$ cat config.mk
export PLATFORM = sky130hd
export DESIGN_NAME = scalar_point_mult_flat
export DESIGN_NICKNAME = d
export VERILOG_FILES = /design/src/rtl/scalar_point_mult_if.sv /design/src/rtl/scalar_point_mult.sv /design/src/flat_wrapper.sv
export SDC_FILE = /design/constraint.sdc
export NUM_CORES = 1
export LEC_CHECK = 0
export BUFFER_PORTS_ARGS = -buffer_cell sky130_fd_sc_hd__buf_2
export CORE_MARGIN = 5
export CORE_UTILIZATION = 66
export DETAILED_ROUTE_END_ITERATION = 8
export GPL_TIMING_DRIVEN = 0
export PLACE_DENSITY = 0.92
export SLEW_MARGIN = 20
export SYNTH_ARGS = -nofsm -noshare
export SYNTH_HDL_FRONTEND = slang
export SYNTH_SLANG_ARGS = --single-unit
$ cat constraint.sdc
create_clock -name clk -period 37.6 [get_ports clk]
set_input_delay 7.52 -clock clk [delete_from_list [all_inputs] [get_ports clk]]
set_output_delay 7.52 -clock clk [all_outputs]
set_load 0.05 [all_outputs]
$ cat src/rtl/scalar_point_mult_if.sv
// Request/result bundle of the scalar point multiplier: operands, start strobe, result and status.
interface scalar_point_mult_if #(
    parameter int N   = 3,
    parameter int K_W = 4
);
    logic           start;
    logic [K_W-1:0] k;
    logic [N-1:0]   X0;
    logic [N-1:0]   Y0;
    logic [N-1:0]   Z0;
    logic [N-1:0]   X1;
    logic [N-1:0]   Y1;
    logic [N-1:0]   Z1;
    logic           busy;
    logic           done;

    modport master (
        output start, k, X0, Y0, Z0,
        input  X1, Y1, Z1, busy, done
    );

    modport slave (
        input  start, k, X0, Y0, Z0,
        output X1, Y1, Z1, busy, done
    );
endinterface

$ cat src/rtl/scalar_point_mult.sv
// Double-and-add scalar multiplier Q = k*P on y^2 = x^3 + 1 over GF(7), MSB first.
// Latency: done pulses in the cycle after edge 2*K_W counted from the accepting edge.
// Backpressure: none; start is only sampled in IDLE, requests while busy are dropped.
module scalar_point_mult #(
    parameter int N   = 3,
    parameter int K_W = 4
) (
    input  logic              clk,
    input  logic              reset,
    scalar_point_mult_if.slave bus
);
    localparam int IW = (K_W > 1) ? $clog2(K_W) : 1;
    localparam logic [N-1:0] MODP = N'(7);

    typedef struct packed {
        logic [N-1:0] x;
        logic [N-1:0] y;
        logic [N-1:0] z;
    } point_t;

    typedef enum logic [1:0] {IDLE, DBL, ADD} state_t;

    localparam point_t IDENT = {N'(0), N'(1), N'(0)};

    function automatic logic [N-1:0] red(input logic [N-1:0] a);
        return (a >= MODP) ? a - MODP : a;
    endfunction

    function automatic logic [N-1:0] addm(input logic [N-1:0] a, input logic [N-1:0] b);
        logic [N:0] s;
        s = {1'b0, a} + {1'b0, b};
        return (s >= {1'b0, MODP}) ? N'(s - {1'b0, MODP}) : N'(s);
    endfunction

    function automatic logic [N-1:0] subm(input logic [N-1:0] a, input logic [N-1:0] b);
        return addm(a, (b == '0) ? '0 : MODP - b);
    endfunction

    function automatic logic [N-1:0] mulm(input logic [N-1:0] a, input logic [N-1:0] b);
        logic [2*N-1:0] aa;
        logic [2*N-1:0] bb;
        logic [2*N-1:0] p;
        aa = {{N{1'b0}}, a};
        bb = {{N{1'b0}}, b};
        p  = (aa * bb) % {{N{1'b0}}, MODP};
        return p[N-1:0];
    endfunction

    // Inverse in GF(7); zero maps to zero so a degenerate Z never produces X.
    function automatic logic [N-1:0] invm(input logic [N-1:0] a);
        logic [N-1:0] r;
        case (a)
            N'(1):   r = N'(1);
            N'(2):   r = N'(4);
            N'(3):   r = N'(5);
            N'(4):   r = N'(2);
            N'(5):   r = N'(3);
            N'(6):   r = N'(6);
            default: r = '0;
        endcase
        return r;
    endfunction

    // Projective inputs, normalised affine (Z = 1) output; P + (-P) gives (0,1,0).
    function automatic point_t pointAddition(input point_t a, input point_t b);
        logic [N-1:0] za, zb, x1, y1, x2, y2, lam, x3, y3;
        point_t r;
        za  = invm(red(a.z));
        zb  = invm(red(b.z));
        x1  = mulm(red(a.x), za);
        y1  = mulm(red(a.y), za);
        x2  = mulm(red(b.x), zb);
        y2  = mulm(red(b.y), zb);
        lam = '0;
        x3  = '0;
        y3  = '0;
        r   = IDENT;
        if (a.z == '0) begin
            r = b;
        end else if (b.z == '0) begin
            r = a;
        end else if (x1 == x2 && addm(y1, y2) == '0) begin
            r = IDENT;
        end else begin
            if (x1 == x2)
                lam = mulm(mulm(N'(3), mulm(x1, x1)), invm(addm(y1, y1)));
            else
                lam = mulm(subm(y2, y1), invm(subm(x2, x1)));
            x3 = subm(subm(mulm(lam, lam), x1), x2);
            y3 = subm(mulm(lam, subm(x1, x3)), y1);
            r  = {x3, y3, N'(1)};
        end
        return r;
    endfunction

    state_t         state, state_nxt;
    point_t         acc, acc_nxt;
    logic           acc_inf, acc_inf_nxt;
    point_t         p_q, p_nxt;
    logic [K_W-1:0] k_q, k_nxt;
    logic [IW-1:0]  idx, idx_nxt;
    point_t         out_q, out_nxt;
    logic           done_q, done_nxt;
    point_t         dbl_res;
    point_t         add_res;

    always_comb begin
        dbl_res = pointAddition(acc, acc);
        add_res = pointAddition(acc, p_q);
    end

    always_comb begin
        state_nxt   = state;
        acc_nxt     = acc;
        acc_inf_nxt = acc_inf;
        p_nxt       = p_q;
        k_nxt       = k_q;
        idx_nxt     = idx;
        out_nxt     = out_q;
        done_nxt    = 1'b0;
        case (state)
            IDLE: begin
                if (bus.start) begin
                    p_nxt       = {bus.X0, bus.Y0, bus.Z0};
                    k_nxt       = bus.k;
                    acc_inf_nxt = 1'b1;
                    idx_nxt     = IW'(K_W - 1);
                    state_nxt   = DBL;
                end
            end
            DBL: begin
                if (!acc_inf) begin
                    acc_nxt     = dbl_res;
                    acc_inf_nxt = (dbl_res.z == '0);
                end
                state_nxt = ADD;
            end
            ADD: begin
                if (k_q[idx] && p_q.z != '0) begin
                    if (acc_inf) begin
                        acc_nxt     = p_q;
                        acc_inf_nxt = 1'b0;
                    end else begin
                        acc_nxt     = add_res;
                        acc_inf_nxt = (add_res.z == '0);
                    end
                end
                if (idx == '0) begin
                    // Result reflects this final add, so publish the next-state accumulator.
                    out_nxt   = acc_inf_nxt ? IDENT : acc_nxt;
                    done_nxt  = 1'b1;
                    state_nxt = IDLE;
                end else begin
                    idx_nxt   = idx - IW'(1);
                    state_nxt = DBL;
                end
            end
            default: state_nxt = IDLE;
        endcase
    end

    always_ff @(posedge clk) begin
        if (!reset) begin
            state   <= IDLE;
            acc     <= '0;
            acc_inf <= 1'b1;
            p_q     <= '0;
            k_q     <= '0;
            idx     <= '0;
            out_q   <= IDENT;
            done_q  <= 1'b0;
        end else begin
            state   <= state_nxt;
            acc     <= acc_nxt;
            acc_inf <= acc_inf_nxt;
            p_q     <= p_nxt;
            k_q     <= k_nxt;
            idx     <= idx_nxt;
            out_q   <= out_nxt;
            done_q  <= done_nxt;
        end
    end

    assign bus.X1   = out_q.x;
    assign bus.Y1   = out_q.y;
    assign bus.Z1   = out_q.z;
    assign bus.done = done_q;
    assign bus.busy = (state != IDLE);
endmodule

$ cat src/flat_wrapper.sv
// flat-port wrapper written by rule: the top's interface ports become plain ports
module scalar_point_mult_flat 
#(
    parameter int N   = 3,
    parameter int K_W = 4
)
  (clk, reset, bus_start, bus_k, bus_X0, bus_Y0, bus_Z0, bus_X1, bus_Y1, bus_Z1, bus_busy, bus_done);
  scalar_point_mult_if #(.N(N), .K_W(K_W)) bus_i ();
  input  logic clk;
  input  logic reset;
  input wire logic [$bits(bus_i.start)-1:0] bus_start;
  input wire logic [$bits(bus_i.k)-1:0] bus_k;
  input wire logic [$bits(bus_i.X0)-1:0] bus_X0;
  input wire logic [$bits(bus_i.Y0)-1:0] bus_Y0;
  input wire logic [$bits(bus_i.Z0)-1:0] bus_Z0;
  output wire logic [$bits(bus_i.X1)-1:0] bus_X1;
  output wire logic [$bits(bus_i.Y1)-1:0] bus_Y1;
  output wire logic [$bits(bus_i.Z1)-1:0] bus_Z1;
  output wire logic [$bits(bus_i.busy)-1:0] bus_busy;
  output wire logic [$bits(bus_i.done)-1:0] bus_done;
  assign bus_i.start = bus_start;
  assign bus_i.k = bus_k;
  assign bus_i.X0 = bus_X0;
  assign bus_i.Y0 = bus_Y0;
  assign bus_i.Z0 = bus_Z0;
  assign bus_X1 = bus_i.X1;
  assign bus_Y1 = bus_i.Y1;
  assign bus_Z1 = bus_i.Z1;
  assign bus_busy = bus_i.busy;
  assign bus_done = bus_i.done;
  scalar_point_mult #(.N(N), .K_W(K_W)) u_core (.clk(clk), .reset(reset), .bus(bus_i));
endmodule
==> run metrics <==
commonest cells after routing, fill and taps aside 147 x nand2_1, 138 x nor2_1, 137 x ha_1; pre-CTS setup slack 7.72 ns; HP Class reg2reg; Clock Root Buffer clkbuf_16; die width 129 um; die span in y 129 um; maximum clock rate 33.1 MHz; GRT overflow 0; r2r endpoint u_core.acc[4]; first-pass GRT wire length 37000 um; Hold WS 0.454 ns; DIE AREA 16600 um2; Worst R2R Path Depth 134; Worst-path clk slew 0.05 ns; CTS sink cnt 37; ys flop type dfxtp_1; most used cell, CP ha_1; final worst path period share 80.4%; Post-Syn Area 9310 um2; Avg Vias per Cell 6.36; Rel. slew slack 53.5%; post-synthesis net count 1446; Num CTS Buffers 5; critical path depth in cells 134; footprint of the multi-input gates 8110 um2; core area 13900 um2; Antenna diodes 0; Final ANT Viol Nets 0; Startpoint Class flop; number of fillers in the final layout 1093; number of synthesized flops with an enable pin 0; initial DRC count 721; Slowest-stage cell, CP fa_1; synth warn 0; CP Launch Point u_core.acc[1]; share of layout cells above drive strength 1 8.92%; hpwl dp 17500 um; Fin. Hold Viols 0; crit end category flop; required time worst endpoint 37.77 ns; Worst-Margin Slew 0.680 ns; max cap viols 0; GPL Wtd Cong 0.941; hold bufs inserted after CTS 0; RR Startpoint u_core.acc[1]; vias in the first global route 8724; PD cells 16.6 nW/um2; largest stage delay on the critical path 0.56 ns; GR Util All Layers 25.6%; Final min period 30.24 ns; Crit Path Max Fanout 10; Initial Util 67.0%; final core utilization 70.7%; Rows 43; wire per inst 14.6 um; TritonCTS clock tree yes; Worst Setup EP u_core.acc[4]; register area share after synthesis 7.96%; FF+latch count, synth 37; Worst Skew 0.00303 ns; final WL 21600 um; storage element area 741 um2; unrepaired setup endpoints after global routing false; asr flop ratio synth 0%; drt first pass iters 8; FF-to-FF setup slack 7.36 ns; DRC 0; via count 9413; Buf+Inv Stages, Crit Path 11; WS Path Type reg2reg; Total Nets Final 1480; I/O pin cnt 27; Final Max Tran Viols 0; initial antenna violation count 0; Post-CTS Repair Setup Buffers 0; Clock Path Buffers 2; Final setup viols 0; CP top delay family adder cells; leakage power total 4.79 nW; status completed; area grow syn2layout 5.53%; worst path arrival time 30.41 ns; Clock Latency Late Sink 0.28 ns; commonest non-fill, non-tap cell in the layout nand2_1; post-cts resize count 0; PortBufs 26; worst setup margin 7.36 ns; Cells after Synth 1266; Fin Setup TNS 0 ns; Worst VDD drop 0.0162 mV; Mapped Avg Cell Area 7.35 um2; largest net degree at the start of global routing 12; distinct cell type count after synthesis 98; H-tree levels 2
## Yosys cell counts, types with 27 or more instances
library cell	n	area, um2
a21o_1	42	315
a21oi_1	121	606
dfxtp_1	37	741
fa_1	27	541
ha_1	137	1710
inv_1	75	282
mux2i_1	28	280
nand2_1	147	552
nor2_1	138	518
o21ai_0	81	405
xnor2_1	38	333
## worst min path at each step
| stage | cells past startpoint | to | slack (ns) | startpoint |
|---|---|---|---|---|
| 2_1_floorplan | 2 | u_core.k_q[2] | 0.43 | u_core.k_q[2] |
| 3_3_place_gp | 2 | u_core.bus.Z1[0] | 0.44 | u_core.bus.Z1[0] |
| 3_5_place_dp | 2 | u_core.bus.Z1[0] | 0.44 | u_core.bus.Z1[0] |
| 4_1_cts | 2 | u_core.bus.Z1[0] | 0.45 | u_core.bus.Z1[0] |
| 5_1_grt | 2 | u_core.bus.Z1[0] | 0.48 | u_core.bus.Z1[0] |
| 6_report | 2 | u_core.bus.Z1[0] | 0.45 | u_core.bus.Z1[0] |
## power by group
group          internal [mW]  switching, mW
Combinational         0.0300         0.0475
Sequential            0.0421        0.00402
Clock                 0.0243         0.0150
## flip-flops by register name, indices dropped and copies added, names as in the netlist
signal	cells
u_core.acc_inf	1
u_core.bus.Z1	3
u_core.k_q	4
u_core.bus.Y1	3
u_core.bus.done	1
u_core.bus.X1	3
u_core.idx	2
u_core.state	2
u_core.acc	9
u_core.p_q	9
## layer usage
metal	vias to the layer above	GRT usage [%]	wire, um
li1	4666	-	-
met1	4419	31.5	9260
met2	268	47.0	10800
met3	60	2.41	968
met4	0	8.03	522
met5	-	0	0
## cell families after synthesis
kind of cell / after synthesis / synth area share (%)
mux: 60 / 7.23
compound gates: 385 / 27.3
flops: 37 / 7.96
fa+ha+maj: 167 / 24.6
buf+inv: 117 / 5.07
xor+xnor: 65 / 6.36
simple gates: 435 / 21.5
## layout make-up
class,instances,area share (%)
plain buffers,39,1.82
clock buffers,6,1.31
clock inverters,2,0.102
inverters,78,2.98
multi-input cells,1112,82.5
flip-flops and latches,37,7.54
well taps,180,2.29
repair buffers,27,1.40
## worst reg2reg max path: cells and delay by family (launching register included)
kind | cells | cell delay (ns)
AO/OA/AOI/OAI | 40 | 7.52
XOR/XNOR | 10 | 2.71
adder cells (fa/ha/maj) | 36 | 11.20
buffers and inverters | 11 | 1.98
flip-flops | 1 | 0.45
multiplexers | 7 | 2.04
AND/OR/NAND/NOR | 30 | 4.25
## metrics by stage
stage               std cells  cell area (um2)  power [mW]
CTS                      1481             9810       0.161
finish                   1481             9820       0.163
floorplan                1266             9310       0.104
global placement         1472             9660       0.118
global route             1481             9820       0.174
detailed placement       1473             9670       0.122
No activity file was read; power rests on OpenSTA's default activity.
